`config.mk`:
```
export PLATFORM = sky130hd
export DESIGN_NAME = barrido_display
export DESIGN_NICKNAME = d
export VERILOG_FILES = /design/src/rtl/barrido_display_pkg.sv /design/src/rtl/prescaler_barrido.sv /design/src/rtl/barrido_display.sv
export SDC_FILE = /design/constraint.sdc
export NUM_CORES = 1
export LEC_CHECK = 0
export ABC_CLOCK_PERIOD_IN_PS = 6200
export BUFFER_PORTS_ARGS = -buffer_cell sky130_fd_sc_hd__buf_4
export CELL_PAD_IN_SITES_DETAIL_PLACEMENT = 2
export CELL_PAD_IN_SITES_GLOBAL_PLACEMENT = 2
export CORE_UTILIZATION = 25
export CTS_CLUSTER_SIZE = 24
export DETAILED_ROUTE_END_ITERATION = 7
export PLACE_DENSITY_LB_ADDON = 0.3
export SLEW_MARGIN = 0
export SYNTH_ARGS = -nofsm -noshare
export SYNTH_HDL_FRONTEND = slang
export SYNTH_SLANG_ARGS = --single-unit
```
`constraint.sdc`:
```
create_clock -name clk -period 6.2 [get_ports clk]
set_input_delay 0.93 -clock clk [delete_from_list [all_inputs] [get_ports clk]]
set_output_delay 0.93 -clock clk [all_outputs]
set_load 0.05 [all_outputs]
```
`src/rtl/barrido_display_pkg.sv`:
```
// Shared definitions for the 7-segment scan controller.
// Holds the anode-off pattern, the digit index constants and the anode decode helper.
// No logic of its own; the decode helper is pure combinational.
package barrido_display_pkg;

  // Digit select width and index constants (units .. thousands).
  typedef logic [1:0] dig_sel_t;

  localparam dig_sel_t   DIG_UNI    = 2'd0;
  localparam dig_sel_t   DIG_DEC    = 2'd1;
  localparam dig_sel_t   DIG_CEN    = 2'd2;
  localparam dig_sel_t   DIG_MIL    = 2'd3;

  // Anodes are active-low; all ones means every digit dark.
  localparam logic [3:0] ANODOS_OFF = 4'b1111;

  // Active-low anode pattern for digit 'sel'.
  // The digit is lit only when the slot is past its blanking window ('lit')
  // and the digit is individually enabled in 'mask'.
  function automatic logic [3:0] anodo_decode(input dig_sel_t   sel,
                                              input logic [3:0] mask,
                                              input logic       lit);
    logic [3:0] onehot;
    onehot = 4'b0001 << sel;
    if (lit && mask[sel]) begin
      return ~onehot;
    end
    return ANODOS_OFF;
  endfunction

endpackage

```
`src/rtl/prescaler_barrido.sv`:
```
// Slot prescaler: counts 0..DIV-1 while enabled and flags the last cycle of a slot.
// Latency: cnt is registered; tick is combinational from cnt and en.
// Backpressure: en low freezes the count; there is no other flow control.
//
// Ports:
//   clk   - system clock
//   rst_n - synchronous active-low reset, clears cnt
//   en    - count enable; low holds cnt
//   cnt   - current position inside the slot
//   tick  - high on the final cycle of a slot while enabled
module prescaler_barrido #(
  parameter int DIV       = 50000,
  parameter int ANCHO_CNT = 16
) (
  input  logic                 clk,
  input  logic                 rst_n,
  input  logic                 en,
  output logic [ANCHO_CNT-1:0] cnt,
  output logic                 tick
);

  localparam logic [ANCHO_CNT-1:0] CNT_MAX = ANCHO_CNT'(DIV - 1);

  logic [ANCHO_CNT-1:0] r_cnt;
  logic                 w_fin;

  assign w_fin = (r_cnt == CNT_MAX);

  always_ff @(posedge clk) begin
    if (!rst_n) begin
      r_cnt <= '0;
    end else if (en) begin
      r_cnt <= w_fin ? '0 : r_cnt + ANCHO_CNT'(1);
    end
  end

  assign cnt  = r_cnt;
  assign tick = en & w_fin;

endmodule

```
`src/rtl/barrido_display.sv`:
```
// Scan controller for a 4-digit multiplexed 7-segment display: digit select, anode drive, strobes.
// Latency: all outputs registered; an reflects the post-edge slot/count, one edge after inputs.
// Backpressure: en low freezes the scan (count and select held) and blanks every anode.
//
// Ports:
//   clk    - system clock
//   rst_n  - synchronous active-low reset
//   en     - scan enable
//   en_dig - per-digit enable, bit k gates anode k during its slot
//   s      - digit select to the 4:1 mux (0 = units .. 3 = thousands)
//   an     - active-low anode drive, at most one bit low
//   strobe - one-cycle pulse on every slot change
//   frame  - one-cycle pulse when s wraps from 3 to 0
module barrido_display
  import barrido_display_pkg::*;
#(
  parameter int DIV       = 50000,
  parameter int BLANK     = 500,
  parameter int ANCHO_CNT = 16
) (
  input  logic       clk,
  input  logic       rst_n,
  input  logic       en,
  input  logic [3:0] en_dig,
  output logic [1:0] s,
  output logic [3:0] an,
  output logic       strobe,
  output logic       frame
);

  // One extra bit so cnt+1 never wraps before the blanking compare.
  localparam logic [ANCHO_CNT:0] BLANK_V = (ANCHO_CNT + 1)'(BLANK);

  logic [ANCHO_CNT-1:0] w_cnt;
  logic                 w_tick;
  logic [ANCHO_CNT:0]   w_cnt_inc;
  logic                 w_lit_nxt;
  dig_sel_t             w_s_nxt;
  logic [3:0]           w_an_nxt;

  dig_sel_t             r_s;
  logic [3:0]           r_an;
  logic                 r_strobe;
  logic                 r_frame;

  prescaler_barrido #(
    .DIV       (DIV),
    .ANCHO_CNT (ANCHO_CNT)
  ) u_prescaler (
    .clk   (clk),
    .rst_n (rst_n),
    .en    (en),
    .cnt   (w_cnt),
    .tick  (w_tick)
  );

  // The anode register must hold the decode of the values the counter and
  // select take on this same edge, so predict them here instead of decoding
  // the registered state (which would lag by one cycle).
  // A tick sends cnt to 0, which is always inside the blanking window, so
  // the anodes go dark on exactly the edge the select moves.
  assign w_cnt_inc = {1'b0, w_cnt} + (ANCHO_CNT + 1)'(1);
  assign w_lit_nxt = en & ~w_tick & (w_cnt_inc >= BLANK_V);
  assign w_s_nxt   = w_tick ? r_s + 2'd1 : r_s;
  assign w_an_nxt  = anodo_decode(w_s_nxt, en_dig, w_lit_nxt);

  always_ff @(posedge clk) begin
    if (!rst_n) begin
      r_s      <= DIG_UNI;
      r_an     <= ANODOS_OFF;
      r_strobe <= 1'b0;
      r_frame  <= 1'b0;
    end else begin
      r_s      <= w_s_nxt;
      r_an     <= w_an_nxt;
      r_strobe <= w_tick;
      r_frame  <= w_tick & (r_s == DIG_MIL);
    end
  end

  assign s      = r_s;
  assign an     = r_an;
  assign strobe = r_strobe;
  assign frame  = r_frame;

endmodule

```
# Yosys cells after proc, flatten, opt, wreduce, memory -nomap -nowiden

Index checks and enable logic that the tools add are counted.
W data, S select, Z words.

Add/subtract/negate cells: 3
Order comparisons: 2
Eq/ne operators: 2
Shift-type cells: 1
Mux-type cells: 6
Bitwise logic cells: 6
Reduce and logical (&&, ||, !) cells: 2

Operators with widths:

| operator                | count |
|---|---|
| $add A16 B1 Y17 const B | 1 |
| $ge A17 B9 Y1 const B   | 1 |
| $add A16 B1 Y16 const B | 1 |
| $eq A16 B16 Y1 const B  | 1 |
| $mux W16                | 1 |
| $and A1 B1 Y1           | 4 |
| $mux W4                 | 1 |
| $not A4 Y4              | 1 |
| $shl A1 B2 Y4 const A   | 1 |
| $lt A2 B3 Y1 const B    | 1 |
| $add A2 B1 Y2 const B   | 1 |
| $bmux W1 S2             | 1 |
| $eq A2 B2 Y1 const B    | 1 |
| $mux W1                 | 2 |
| $mux W2                 | 1 |
| $reduce_and A2 Y1       | 1 |
| $logic_and A1 B1 Y1     | 1 |
| $not A1 Y1              | 1 |

Register bits: 24

# Longest topological paths before layout

Word-level depth: 8
Gate-level depth with buffers: 7

# By module

From an unflattened synthesis, not the netlist that was laid out.

Cells, all modules: 136
Area, all modules: 1,246.2 um^2

Modules (own cells, without submodules):

| module            | instances | cells each | area each (um^2) |
|---|---|---|---|
| prescaler_barrido | 1         | 83         | 757.0 |
| barrido_display   | 1         | 53         | 489.2 |

# Least setup slack after synthesis

Ideal clock, no wire load.

Path kind: register to register
From: reg u_prescaler.r_cnt[10] (netlist: u_prescaler.cnt[10])
To: reg u_prescaler.r_cnt[13] (netlist: u_prescaler.cnt[13])
Library setup time: 0.125 ns
Data arrival time: 1.841 ns
Required time: 6.075 ns
Slack: 4.235 ns
Stages on the path, launching flop included: 8
Path buffers: 2
Cell sequence: dfxtp_1 -> buf_4 -> or4b_4 -> o41ai_4 -> buf_6 -> nor2_2 -> o21ai_2 -> o31ai_1

Cells in the longest elaborated chain, start to end: 2

RTL lines:

| what                                              | line                                             | text |
|---|---|---|
| start: declaration                                | prescaler_barrido.sv:24                          | `logic [ANCHO_CNT-1:0] r_cnt;` |
| start signal: assignment                          | prescaler_barrido.sv:33                          | `r_cnt <= w_fin ? '0 : r_cnt + ANCHO_CNT'(1);` |
| $add A16 B1 Y16 or $eq A16 B16 Y1 (tied branches) | prescaler_barrido.sv:33, prescaler_barrido.sv:27 |  |
| $mux W16 (*)                                      | prescaler_barrido.sv:33                          |  |

Every way passes the cells marked *; elsewhere a longest branch is shown, timed or not.
A chain may end at the register's enable or synchronous reset.

# Worst setup path after layout

From: reg u_prescaler.r_cnt[0] (netlist: u_prescaler.cnt[0])
To: reg u_prescaler.r_cnt[10] (netlist: u_prescaler.cnt[10])

The elaborated chain is that of the path after synthesis.

==> metrics.csv <==
stage,metric,value,unit
outcome,status,completed,
power_and_ir_drop,Lkg Pwr,0.516,nW
synth,"flops & latches, synth",24,
synth,prevailing post-synth register cell,dfxtp_1,
finish,P&R area growth vs syn,14.5,%
synth,post-synthesis sequential area ratio,0.337,
power_and_ir_drop,VDD IR max,0.0684,mV
setup_path,crit-path max FO,18,
synth,synthesized instance count,173,
synth,"FFs w/ async S/R, synth",0,
clock_tree,post-CTS sizing,0,
job,Max Cap Violations,0,
setup_path,WP buf/inv,0,
global_route,pin count of the biggest net entering global routing,19,
synth,post-synth top area share,0.337,
placement,Final HPWL DP,3400,um
synth,top-count cell post-synth,dfxtp_1,
timing,worst hold slack,0.541,ns
synth,post-synthesis simple-gate area fraction,0.323,
clock_tree,TritonCTS clock tree,done,
power_and_ir_drop,PD cells,175,nW/um^2
drt,final WL,4510,um
drt,Initial DRC Count,65,
synth,syn_area_per_cell,8.25,um^2
setup_path,CP max stage cell,o41ai_4,
setup_path,Setup crit start kind,flip-flop,
setup_path,"Cell Chain, Critical Path",ha_1 -> nand3_1 -> o41ai_4 -> o21ai_0 -> nand2_1 -> o21ai_0,
synth,largest family of logic cells by synthesized area,simple AND/OR/NAND/NOR gates,
finish,# nets final,192,
timing,final setup violation count,0,
drt,drt wl/cell,17.8,um
drt,DRC,0,
synth,mux cell area share after synthesis,0.0298,
setup_path,"Largest delay share family, worst path",compound AO/OA/AOI/OAI gates,
global_route,vias in the first global route,1470,
global_route,GR Overflow Total,0,
clock_tree,# Post-CTS Setup Buffers,0,
power_and_ir_drop,Tot Pwr,0.287,mW
clock_tree,Post-CTS Hold Buffers,0,
synth,Synth top cells by count,"24 x dfxtp_1, 18 x nand2_1, 14 x o21ai_0, 10 x nand3_1, 9 x o31ai_1",
clock_tree,H-tree lvl count,1,
global_route,first-pass GRT wire length,7610,um
synth,Syn. warnings,0,
clock_tree,CTS Buffer Depth,2,
timing,Slew Limit Headroom,0.377,
timing,clock skew,0.00671,ns
placement,gp weighted congestion,0.810,
global_route,GRT Util Overall,0.162,
clock_tree,total CTS buffers,3,
drt,"antenna viol nets, final",0,
setup_path,reg2reg start,u_prescaler.cnt[0],
drt,Via Count,1392,
synth,Post-Synthesis Net Count,182,
setup_path,CP most frequent cell,o21ai_0,
timing,Tcrit/Tclk final,0.414,
synth,"Cell Area, Synth",1430,um^2
drt,DR vias/cell,5.48,
synth,Post-Synth XOR/XNOR Area,0.0307,
synth,post-synthesis adder-cell area fraction,0.0175,
timing,Worst-Margin Slew,0.932,ns
die,Die H,77.6,um
die,core area,5510,um^2
setup_path,CP startpoint,u_prescaler.cnt[0],
timing,post-route setup slack,3.64,ns
clock_tree,clk root buf,clkbuf_8,
timing,count of pins over their slew limit,0,
die,Die W,77.6,um
die,Initial Utilization,0.259,
setup_path,Arrival @ worst endpoint,2.73,ns
die,site row count,27,
synth,Compound-Gate Fraction of Synth Area,0.216,
placement,Port Buffer Count,14,
timing,"Hold Vio Cnt, Final",0,
clock_tree,worst skew pair latency,0.28,ns
synth,number of synthesized flops with an enable pin,0,
finish,antenna cells,0,
finish,fillers,632,
setup_path,"slowest stage delay, CP",0.84,ns
synth,"Distinct cells, synth",42,
setup_path,Worst Setup End Kind,flip-flop,
global_route,initial antenna violation count,0,
setup_path,"Worst Path Class, Setup",flip-flop to flip-flop,
drt,DR pass1 iterations,6,
clock_tree,Clock transition at path regs,0.10,ns
synth,synth top area cells,"dfxtp_1 34%, o21ai_0 4.9%, nand2_1 4.7%",
setup_path,CP required,6.37,ns
die,# IOs,15,
timing,setup repair after global routing missed its margin,no,
clock_tree,clock sinks,24,
finish,share of cells above drive strength 1,0.132,
placement,dpl ws,3.61,ns
timing,min cycle time layout,2.56,ns
min_path,HP Start,u_prescaler.cnt[14],
die,Die ar.,6020,um^2
synth,"area leader, netlist",dfxtp_1,
timing,Setup TNS,0,ns
timing,fmax,390,MHz
min_path,Hold Path Class,flip-flop to flip-flop,
## layout by cell type, fill, tap and decap left out, types with 3 or more instances in the layout
cell type  instances
and2_1             4
a21boi_0           3
clkbuf_8           4
nor4_1             6
nor2_1             6
nand3_1           10
nand2b_1           7
and3_1             4
nand4_1            8
inv_1              4
o21ai_0           14
nand3b_1           3
nor3_1             5
o211ai_1           4
o31ai_1            9
dfxtp_1           24
buf_4             15
nand2_1           18
xnor2_1            4
## cell type report
type | instances | area [um^2] | share of cell area
Tap cell | 72 | 90.1 | 0.0551
Timing Repair Buffer | 15 | 113 | 0.0689
Sequential cell | 24 | 480 | 0.294
Multi-Input combinational cell | 135 | 882 | 0.539
Clock buffer | 4 | 55.1 | 0.0337
Inverter | 4 | 15.0 | 0.00918
## worst reg2reg max path: cells and delay by family, from the launching register on
| kind | cells | cell delay, ns |
|---|---|---|
| compound gates | 3 | 1.19 |
| flops | 1 | 0.49 |
| simple gates | 2 | 0.43 |
| fa+ha+maj | 1 | 0.35 |
## layer usage
metal | GRT usage | share of wire
met1 | 0.201 | 0.45
met2 | 0.291 | 0.52
met3 | 0.0271 | 0.024
met4 | 0.0340 | 0.0064
met5 | 0 | 0
## kinds of logic (layout without fill, tap and decap cells)
kind of cell    after synthesis  count (layout)
xor+xnor                      5               5
flops                        24              24
simple gates                 82              82
buf+inv                      14              23
compound gates               43              43
mux                           3               3
fa+ha+maj                     2               2
## sequential cells by signal (all words and copies together) (netlist names)
name / flops
an: 4
frame: 1
s: 2
strobe: 1
u_prescaler.cnt: 16
## metrics by stage
stage / instance area [um^2] / cells / util
final: 1640 / 254 / 0.297
after global routing: 1640 / 254 / 0.297
after CTS: 1640 / 254 / 0.297
after detailed placement: 1580 / 250 / 0.287
after global placement: 1580 / 250 / 0.287
after floorplan: 1430 / 173 / -
## report_power, final
group          switching [mW]  internal (mW)  total [mW]
Combinational         0.00905        0.00700      0.0160
Clock                  0.0567         0.0569       0.114
Sequential            0.00224          0.155       0.157
## worst paths after layout
kind | to | slack (ns) | depth (start not counted)
setup / recovery | u_prescaler.cnt[10] | 3.64 | 6
hold / removal | u_prescaler.cnt[14] | 0.54 | 2
setup reg to reg | u_prescaler.cnt[10] | 3.64 | 6
hold reg to reg | u_prescaler.cnt[14] | 0.54 | 2
No activity file was read; power rests on OpenSTA's default activity.
